## src/rtl/uart_tx_frame_pkg.sv

```systemverilog
// Shared types and parity helpers for the uart_tx_frame transmitter.
package uart_tx_frame_pkg;

  typedef enum logic [2:0] {IDLE, START, DATA, PARITY, STOP} uart_tx_state_e;

  typedef enum logic [1:0] {
    PAR_NONE  = 2'd0,
    PAR_ODD   = 2'd1,
    PAR_EVEN  = 2'd2,
    PAR_NONE2 = 2'd3
  } uart_parity_e;

  localparam int MAX_DATA_W = 9;

  // Callers zero-extend narrower payloads; extra zeros do not change the XOR.
  function automatic logic parity_bit(input logic [MAX_DATA_W-1:0] data, input uart_parity_e mode);
    case (mode)
      PAR_ODD:  return ~^data;
      PAR_EVEN: return ^data;
      default:  return 1'b0;
    endcase
  endfunction

  function automatic logic parity_en(input uart_parity_e mode);
    return (mode == PAR_ODD) || (mode == PAR_EVEN);
  endfunction

endpackage

```

## src/rtl/uart_tx_frame_baud_gen.sv

```systemverilog
// Bit-period timer: strobes bit_end on the last clock of every B-clock bit period.
module uart_baud_gen #(
  parameter int DIV_W = 16
) (
  input  logic             clk,
  input  logic             rst,
  input  logic             restart,
  input  logic [DIV_W-1:0] div,
  output logic             bit_end
);

  logic [DIV_W-1:0] period;
  logic [DIV_W-1:0] cnt;

  // div is already clamped to >= 1; the period is held until the next restart.
  always_ff @(posedge clk) begin
    if (rst) begin
      period <= DIV_W'(1);
      cnt    <= '0;
    end else if (restart) begin
      period <= div;
      cnt    <= div - 1'b1;
    end else if (cnt == '0) begin
      cnt <= period - 1'b1;
    end else begin
      cnt <= cnt - 1'b1;
    end
  end

  assign bit_end = (cnt == '0);

endmodule

```

## src/rtl/uart_tx_frame.sv

```systemverilog
// UART transmitter with runtime divisor/parity/stop config and gap-free framing.
// Define UART_TX_FIFO_EN to replace the single holding register with a FIFO.
module uart_tx_frame
  import uart_tx_frame_pkg::*;
#(
  parameter int DATA_WIDTH = 8,
  parameter int DIV_W      = 16,
  parameter int FIFO_DEPTH = 8
) (
  input  logic                        clk,
  input  logic                        rst,
  input  logic [DIV_W-1:0]            baud_div,
  input  logic [1:0]                  parity_mode,
  input  logic                        two_stop,
  input  logic [DATA_WIDTH-1:0]       tx_data,
  input  logic                        tx_valid,
  output logic                        tx_ready,
  output logic                        tx,
  output logic                        tx_busy,
  output logic                        tx_done,
  output logic [$clog2(FIFO_DEPTH):0] fifo_count
);

  localparam int CW = $clog2(FIFO_DEPTH) + 1;
  localparam int BW = $clog2(DATA_WIDTH);

  logic                  push, pop, full, have_entry, rdy_en;
  logic [DATA_WIDTH-1:0] head;
  logic [CW-1:0]         count;

  // Ready comes from registers only, held low for the cycle after reset.
  always_ff @(posedge clk) rdy_en <= !rst;

  assign tx_ready   = rdy_en && !full;
  assign push       = tx_valid && tx_ready;
  assign fifo_count = count;

`ifdef UART_TX_FIFO_EN
  localparam int AW = $clog2(FIFO_DEPTH);
  logic [DATA_WIDTH-1:0] mem [FIFO_DEPTH];
  logic [AW-1:0]         wptr, rptr;

  assign full       = (count == CW'(FIFO_DEPTH));
  assign have_entry = (count != '0);
  assign head       = mem[rptr];

  always_ff @(posedge clk) begin
    if (rst) begin
      wptr  <= '0;
      rptr  <= '0;
      count <= '0;
    end else begin
      if (push) begin
        mem[wptr] <= tx_data;
        wptr      <= wptr + 1'b1;
      end
      if (pop) rptr <= rptr + 1'b1;
      if (push && !pop)      count <= count + 1'b1;
      else if (pop && !push) count <= count - 1'b1;
    end
  end
`else
  logic [DATA_WIDTH-1:0] hold;
  logic                  hold_full;

  assign full       = hold_full;
  assign have_entry = hold_full;
  assign head       = hold;
  assign count      = CW'(hold_full);

  // A load in the same cycle as a pop wins: the register stays full.
  always_ff @(posedge clk) begin
    if (rst) begin
      hold      <= '0;
      hold_full <= 1'b0;
    end else if (push) begin
      hold      <= tx_data;
      hold_full <= 1'b1;
    end else if (pop) begin
      hold_full <= 1'b0;
    end
  end
`endif

  uart_tx_state_e        state, state_nx;
  logic [DATA_WIDTH-1:0] shreg;
  logic [BW-1:0]         bit_cnt;
  logic                  stop_cnt, par_on, par_val, two_l;
  logic                  bit_end, frame_end, tx_nx, done_d;
  logic [DIV_W-1:0]      div_eff;
  uart_parity_e          pmode;

  assign div_eff = (baud_div == '0) ? DIV_W'(1) : baud_div;
  assign pmode   = uart_parity_e'(parity_mode);

  uart_baud_gen #(.DIV_W(DIV_W)) u_baud (
    .clk     (clk),
    .rst     (rst),
    .restart (pop),
    .div     (div_eff),
    .bit_end (bit_end)
  );

  always_ff @(posedge clk) begin
    if (rst) state <= IDLE;
    else     state <= state_nx;
  end

  always_comb begin
    state_nx  = state;
    pop       = 1'b0;
    frame_end = 1'b0;
    tx_nx     = 1'b1;
    case (state)
      IDLE: if (have_entry) begin
        pop      = 1'b1;
        state_nx = START;
      end
      START: begin
        tx_nx = 1'b0;
        if (bit_end) state_nx = DATA;
      end
      DATA: begin
        tx_nx = shreg[0];
        if (bit_end && bit_cnt == BW'(DATA_WIDTH-1)) state_nx = par_on ? PARITY : STOP;
      end
      PARITY: begin
        tx_nx = par_val;
        if (bit_end) state_nx = STOP;
      end
      STOP: if (bit_end && (!two_l || stop_cnt)) begin
        // Last stop clock: chain straight into the next START when data waits.
        frame_end = 1'b1;
        if (have_entry) begin
          pop      = 1'b1;
          state_nx = START;
        end else begin
          state_nx = IDLE;
        end
      end
      default: state_nx = IDLE;
    endcase
  end

  always_ff @(posedge clk) begin
    if (rst) begin
      shreg    <= '0;
      bit_cnt  <= '0;
      stop_cnt <= 1'b0;
      par_on   <= 1'b0;
      par_val  <= 1'b0;
      two_l    <= 1'b0;
    end else if (pop) begin
      shreg    <= head;
      bit_cnt  <= '0;
      stop_cnt <= 1'b0;
      par_on   <= parity_en(pmode);
      par_val  <= parity_bit(MAX_DATA_W'(head), pmode);
      two_l    <= two_stop;
    end else if (bit_end) begin
      if (state == DATA) begin
        shreg   <= shreg >> 1;
        bit_cnt <= (bit_cnt == BW'(DATA_WIDTH-1)) ? '0 : bit_cnt + 1'b1;
      end
      if (state == STOP) stop_cnt <= !stop_cnt;
    end
  end

  // Registered outputs; tx_done trails the last tx stop clock by one cycle.
  always_ff @(posedge clk) begin
    if (rst) begin
      tx      <= 1'b1;
      tx_busy <= 1'b0;
      done_d  <= 1'b0;
      tx_done <= 1'b0;
    end else begin
      tx      <= tx_nx;
      tx_busy <= (state != IDLE);
      done_d  <= frame_end;
      tx_done <= done_d;
    end
  end

endmodule

```

## config.mk

```make
export PLATFORM = sky130hd
export DESIGN_NAME = uart_tx_frame
export DESIGN_NICKNAME = d
export VERILOG_FILES = /design/src/rtl/uart_tx_frame_pkg.sv /design/src/rtl/uart_tx_frame_baud_gen.sv /design/src/rtl/uart_tx_frame.sv
export SDC_FILE = /design/constraint.sdc
export NUM_CORES = 1
export LEC_CHECK = 0
export BUFFER_PORTS_ARGS = -buffer_cell sky130_fd_sc_hd__buf_2
export CAP_MARGIN = 20
export CORE_MARGIN = 2
export CORE_UTILIZATION = 50
export CTS_BUF_LIST = sky130_fd_sc_hd__clkbuf_16
export CTS_CLUSTER_DIAMETER = 100
export DETAILED_ROUTE_END_ITERATION = 16
export PLACE_DENSITY_LB_ADDON = 0.05
export SYNTH_ARGS = -nofsm -noshare
export SYNTH_HDL_FRONTEND = slang
export SYNTH_SLANG_ARGS = --single-unit
```

## constraint.sdc

```tcl
create_clock -name clk -period 9.95 [get_ports clk]
set_input_delay 0.995 -clock clk [delete_from_list [all_inputs] [get_ports clk]]
set_output_delay 0.995 -clock clk [all_outputs]
set_load 0.03 [all_outputs]
```

* After elaboration in Yosys (flattened, before gate mapping)
Index checks and enable logic that the tools add are counted.
Word-level totals: register bits after elaboration 64, bits of input ports 30, output and inout port bits 8, logic and storage cells 81
Operators by class: $add $sub $neg 4, eq/ne operators 12, mux-type cells 23, bitwise operators 1, reductions and logical operators 25
Operator list (number):
- $mux W16 | 3
- $sub A16 B1 Y16 const B | 3
- $logic_not A16 Y1 | 2
- $mux W8 | 3
- $mux W3 | 7
- $pmux W3 S5 | 1
- $ne A2 B2 Y1 const B | 5
- $reduce_xnor A9 Y1 | 1
- $reduce_xor A9 Y1 | 1
- $eq A3 B2 Y1 const B | 2
- $eq A3 B3 Y1 const B | 2
- $mux W1 | 6
- $reduce_and A2 Y1 | 3
- $reduce_bool A2 Y1 | 3
- $reduce_and A5 Y1 | 1
- $logic_and A1 B1 Y1 | 4
- $logic_not A1 Y1 | 4
- $pmux W1 S2 | 2
- $reduce_or A2 Y1 | 2
- $add A3 B1 Y3 const B | 1
- $eq A3 B1 Y1 const B | 1
- $logic_not A3 Y1 | 1
- $pmux W1 S3 | 1
- $reduce_bool A3 Y1 | 1
- 4 further kinds | 5

* Logic depth before layout (Yosys ltp)
depth after elaboration 7, gate-level depth with buffers 16, mapped depth without buffers 12

* By module
Synthesis repeated with hierarchy kept, for this count alone.
Unflattened totals: cell total of the unflattened synthesis 409, area, all modules 3250.6 sq um
Modules (own cells, without submodules):
- uart_baud_gen | times used 1, cells an instance 219, area an instance 1699.1 sq um, sequential area each 640.6 sq um
- uart_tx_frame | times used 1, cells an instance 190, area an instance 1551.5 sq um, sequential area each 640.6 sq um

* Worst setup path before layout
OpenSTA, ideal clock, no wires.
kind flip-flop to flip-flop, start point register u_baud.cnt[5], end point register u_baud.cnt[6], setup time 0.131 ns, arrival 3.612 ns, data required time 9.819 ns, path slack 6.207 ns, cell stages (with the launch flop) 16, buffers on the path 4, clock period less this slack 3.743 ns, path through dfxtp_1 or4_1 buf_2 or3_4 buf_6 o31ai_4 clkbuf_1 clkbuf_1 o21a_1 ha_1 inv_1 nor3_1 o31ai_1 nor4_1 o21ai_0 nor3b_1
Between the ends: longest elaborated chain between the ends 5, elaborated cells between the ends (all ways) 7, those cells by class add/sub (1); mux (4); reduce/logical (2)
RTL lines:
- from (decl) | RTL line uart_tx_frame_baud_gen.sv:13 | logic [DIV_W-1:0] cnt;
- from (signal assigned) | RTL line uart_tx_frame_baud_gen.sv:22 | cnt <= div - 1'b1;
- from (signal assigned) | RTL line uart_tx_frame_baud_gen.sv:24 | cnt <= period - 1'b1;
- from (signal assigned) | RTL line uart_tx_frame_baud_gen.sv:26 | cnt <= cnt - 1'b1;
- parallel branches: the longest is 4 deep, another holds $sub A16 B1 Y16
- $mux W16 (*) | RTL line uart_tx_frame_baud_gen.sv:20 | end else if (restart) begin
Every way passes the cells marked *. A chain may end at the register's enable or synchronous reset.

* Final worst setup path
start point register u_baud.cnt[5], end point register u_baud.cnt[15]
Same word-level chain as after synthesis.

==> results_dict.tcl <==
set metrics [dict create \
    design.core.area_mm2 0.006422 \
    post_cts_buffers 0 \
    root_buffer "clkbuf_16" \
    endpoint "u_baud.cnt[15]" \
    regArea_mm2 0.001281 \
    vdd_ir_drop_max_uv 114.0 \
    first_pass_iters 4 \
    die_y_um 85.85 \
    cts_resized 0 \
    slew_headroom 0.3156 \
    clock_sinks 64 \
    max_freq_ghz 0.2769 \
    placement.io_buffers 34 \
    finalNetCount 478 \
    final_area_mm2 0.003822 \
    ys_seq_area_frac 0.3825 \
    num_rows 29 \
    clk_pin_slew_worst_paths_ps 50 \
    cts_tree "done" \
    post_synth.cell_area_avg_um2 7.994 \
    fillers 624 \
    hp-class "reg -> reg" \
    power.density_mw_per_mm2 290.2 \
    grt_pass1_vias 2853 \
    status "finished clean" \
    endpoint_kind "flip-flop" \
    numCtsBuffers 9 \
    antenna_cells 0 \
    synth_enable_flop_cells 0 \
    fin_crit_sh 0.3629 \
    p_total_mw 1.109 \
    hold-worst-slack_ps 445.5 \
    crit_path_start "u_baud.cnt[5]" \
    dp_slack_ps 6276 \
    clock_latency_ps 330 \
    post-route-util 0.5952 \
    whs_path_depth 1 \
    synth_ff_type "dfxtp_1" \
    grt_antenna_before_repair 0 \
    synth_cell_type_count 53 \
    hold_start "done_d" \
    r2r_slack_ps 6340 \
    grt-ovfl-total 0 \
    async_reset_ff_frac 0 \
    skew_ps 5.015 \
    final_max_slew_viol_count 0 \
    clk_path_buf_depth 2 \
    synth-seq-cells 64 \
    hpwl_um 5486 \
    setup_viol 0 \
    ioPinCount 38 \
    r2r-start "u_baud.cnt[5]" \
    grt.met2_usage 0.3750 \
    final-hold-violation-count 0 \
    placed_area_mm2 0.003525 \
    crit_required_ps 10200 \
    crit_arrival_ps 3870 \
    setup.worst_path.start_class "flip-flop" \
    area_growth_pct 14.12 \
    setup_ws_ps 6339 \
    antenna_left 0 \
    multi_input_comb_area_mm2 0.001894 \
    die_area_mm2 0.007369 \
    drc 0 \
    vias 3118 \
    path_class "reg -> reg" \
    tns_ps 0 \
    cts_hold_buf 0 \
    cts_htree_levels 3 \
    grt_start_max_net_pins 60 \
    grt_busiest_layer "met2" \
    synth_warnings 0 \
    regToRegEndpoint "u_baud.cnt[15]" \
    final_cells 525 \
    drt-total-wl_um 8112 \
    drive_above_1_share 0.1563 \
    grtUsageMet3 0.06641 \
    rsz0062_at_grt "no" \
    globalRouteMet1Util 0.3017 \
    grt_usage 0.2366 \
    avgViaCountPerCell 5.939 \
    tightest_slew_ps 1018 \
    wl_per_cell_um 15.45 \
    placed_cells_incl_taps 509 \
    crit_fanout 33 \
    synth_area_mm2 0.003349 \
    grt_pass1_wl_um 13650 \
    start_util 0.5215 \
    drt_iter0_drc 183 \
    reg2reg_depth 7 \
    drv_cap 0 \
    leakage_nw 1.481 \
    syn_inst 419 \
    die_w_um 85.85 \
    finalCriticalPeriod_ps 3611 \
    place_congestion 0.8629 \
]
[routing by layer]
metal,wire length [um],vias up
li1,-,1558
met1,3775,1475
met2,3834,70
met3,337,15
met4,165,0
met5,0,-
[how the worst min path moves through the flow]
| stage | endpoint | slack [ps] |
|---|---|---|
| 2_1_floorplan | tx_done | 410 |
| 3_3_place_gp | tx_done | 420 |
| 3_5_place_dp | tx_done | 440 |
| 4_1_cts | tx_done | 450 |
| 5_1_grt | u_baud.period[14] | 470 |
| 6_report | tx_done | 450 |
[state kept, by name, summed over array words and instances (netlist names), 3 cells and up]
signal         cells
bit_cnt            3
head               8
shreg              8
state              3
u_baud.cnt        16
u_baud.period     16
[report_power, final]
group | internal [mW] | leakage, nW | switching (mW)
sequential | 0.299 | 0.522 | 0.0395
combinational | 0.172 | 0.817 | 0.288
clock | 0.193 | 0.141 | 0.117
total | 0.665 | 1.48 | 0.444
[logic make-up (layout without fill, tap and decap cells)]
logic type / Yosys count / count (layout) / share of synthesized area
other cells: 1 / 3 / 0.001120
xor+xnor: 11 / 11 / 0.02876
buf+inv: 40 / 67 / 0.05454
fa+ha+maj: 5 / 5 / 0.01868
compound gates: 110 / 110 / 0.2084
simple gates: 168 / 168 / 0.2443
mux: 20 / 20 / 0.06163
flops: 64 / 64 / 0.3825
[synthesized netlist by cell type (2+ instances only)]
master / n / share of area
clkbuf_1: 19 / 0.021
a311oi_1: 3 / 0.0078
a31oi_1: 10 / 0.019
buf_6: 2 / 0.0067
a31o_2: 3 / 0.0078
buf_4: 4 / 0.0090
nor3_1: 19 / 0.028
a21oi_1: 52 / 0.078
xnor2_1: 7 / 0.018
nand4_1: 2 / 0.0037
a21o_1: 2 / 0.0045
o31ai_1: 4 / 0.0090
inv_1: 12 / 0.013
xor2_1: 4 / 0.010
a221oi_1: 2 / 0.0052
nor2b_1: 2 / 0.0037
a22oi_1: 6 / 0.013
or4_1: 10 / 0.022
mux2i_1: 18 / 0.054
or2_2: 3 / 0.0056
nand3_1: 14 / 0.021
buf_2: 2 / 0.0030
o211ai_1: 4 / 0.0090
nand2b_1: 3 / 0.0056
nor4_1: 5 / 0.0093
dfxtp_1: 64 / 0.38
nor2_1: 26 / 0.029
o21ai_0: 8 / 0.012
or3_1: 11 / 0.021
a221o_1: 2 / 0.0060
a211oi_1: 6 / 0.013
nand3b_1: 2 / 0.0045
ha_1: 5 / 0.019
nand2_1: 64 / 0.072
[worst max-delay path, cell delays in order, from the launching register on]
cell and delay, ps:
dfxtp_1 300, or4_1 640, or3_4 500, o31ai_4 530, buf_4 460, mux2_2 440
or4_1 510, a21oi_1 140
[layout by cell type (no fill, tap or decap), types with 6 or more instances in the layout]
cell type | synthesis | final
a211oi_1 | 6 | 6
a21oi_1 | 52 | 52
a22oi_1 | 6 | 6
a31oi_1 | 10 | 10
buf_2 | 2 | 34
clkbuf_16 | 0 | 9
dfxtp_1 | 64 | 64
inv_1 | 12 | 12
mux2i_1 | 18 | 18
nand2_1 | 64 | 64
nand3_1 | 14 | 14
nor2_1 | 26 | 26
nor3_1 | 19 | 19
o21ai_0 | 8 | 8
or3_1 | 11 | 11
or4_1 | 10 | 10
xnor2_1 | 7 | 7
[layout make-up]
type / instances / share of cell area
clock buffers: 9 / 0.05892
flip-flops and latches: 64 / 0.3352
inverters: 12 / 0.01178
well taps: 77 / 0.02520
multi-input cells: 317 / 0.4956
repair buffers: 39 / 0.05434
clock inverters: 7 / 0.01899
Power figures use the tool's default switching activity.
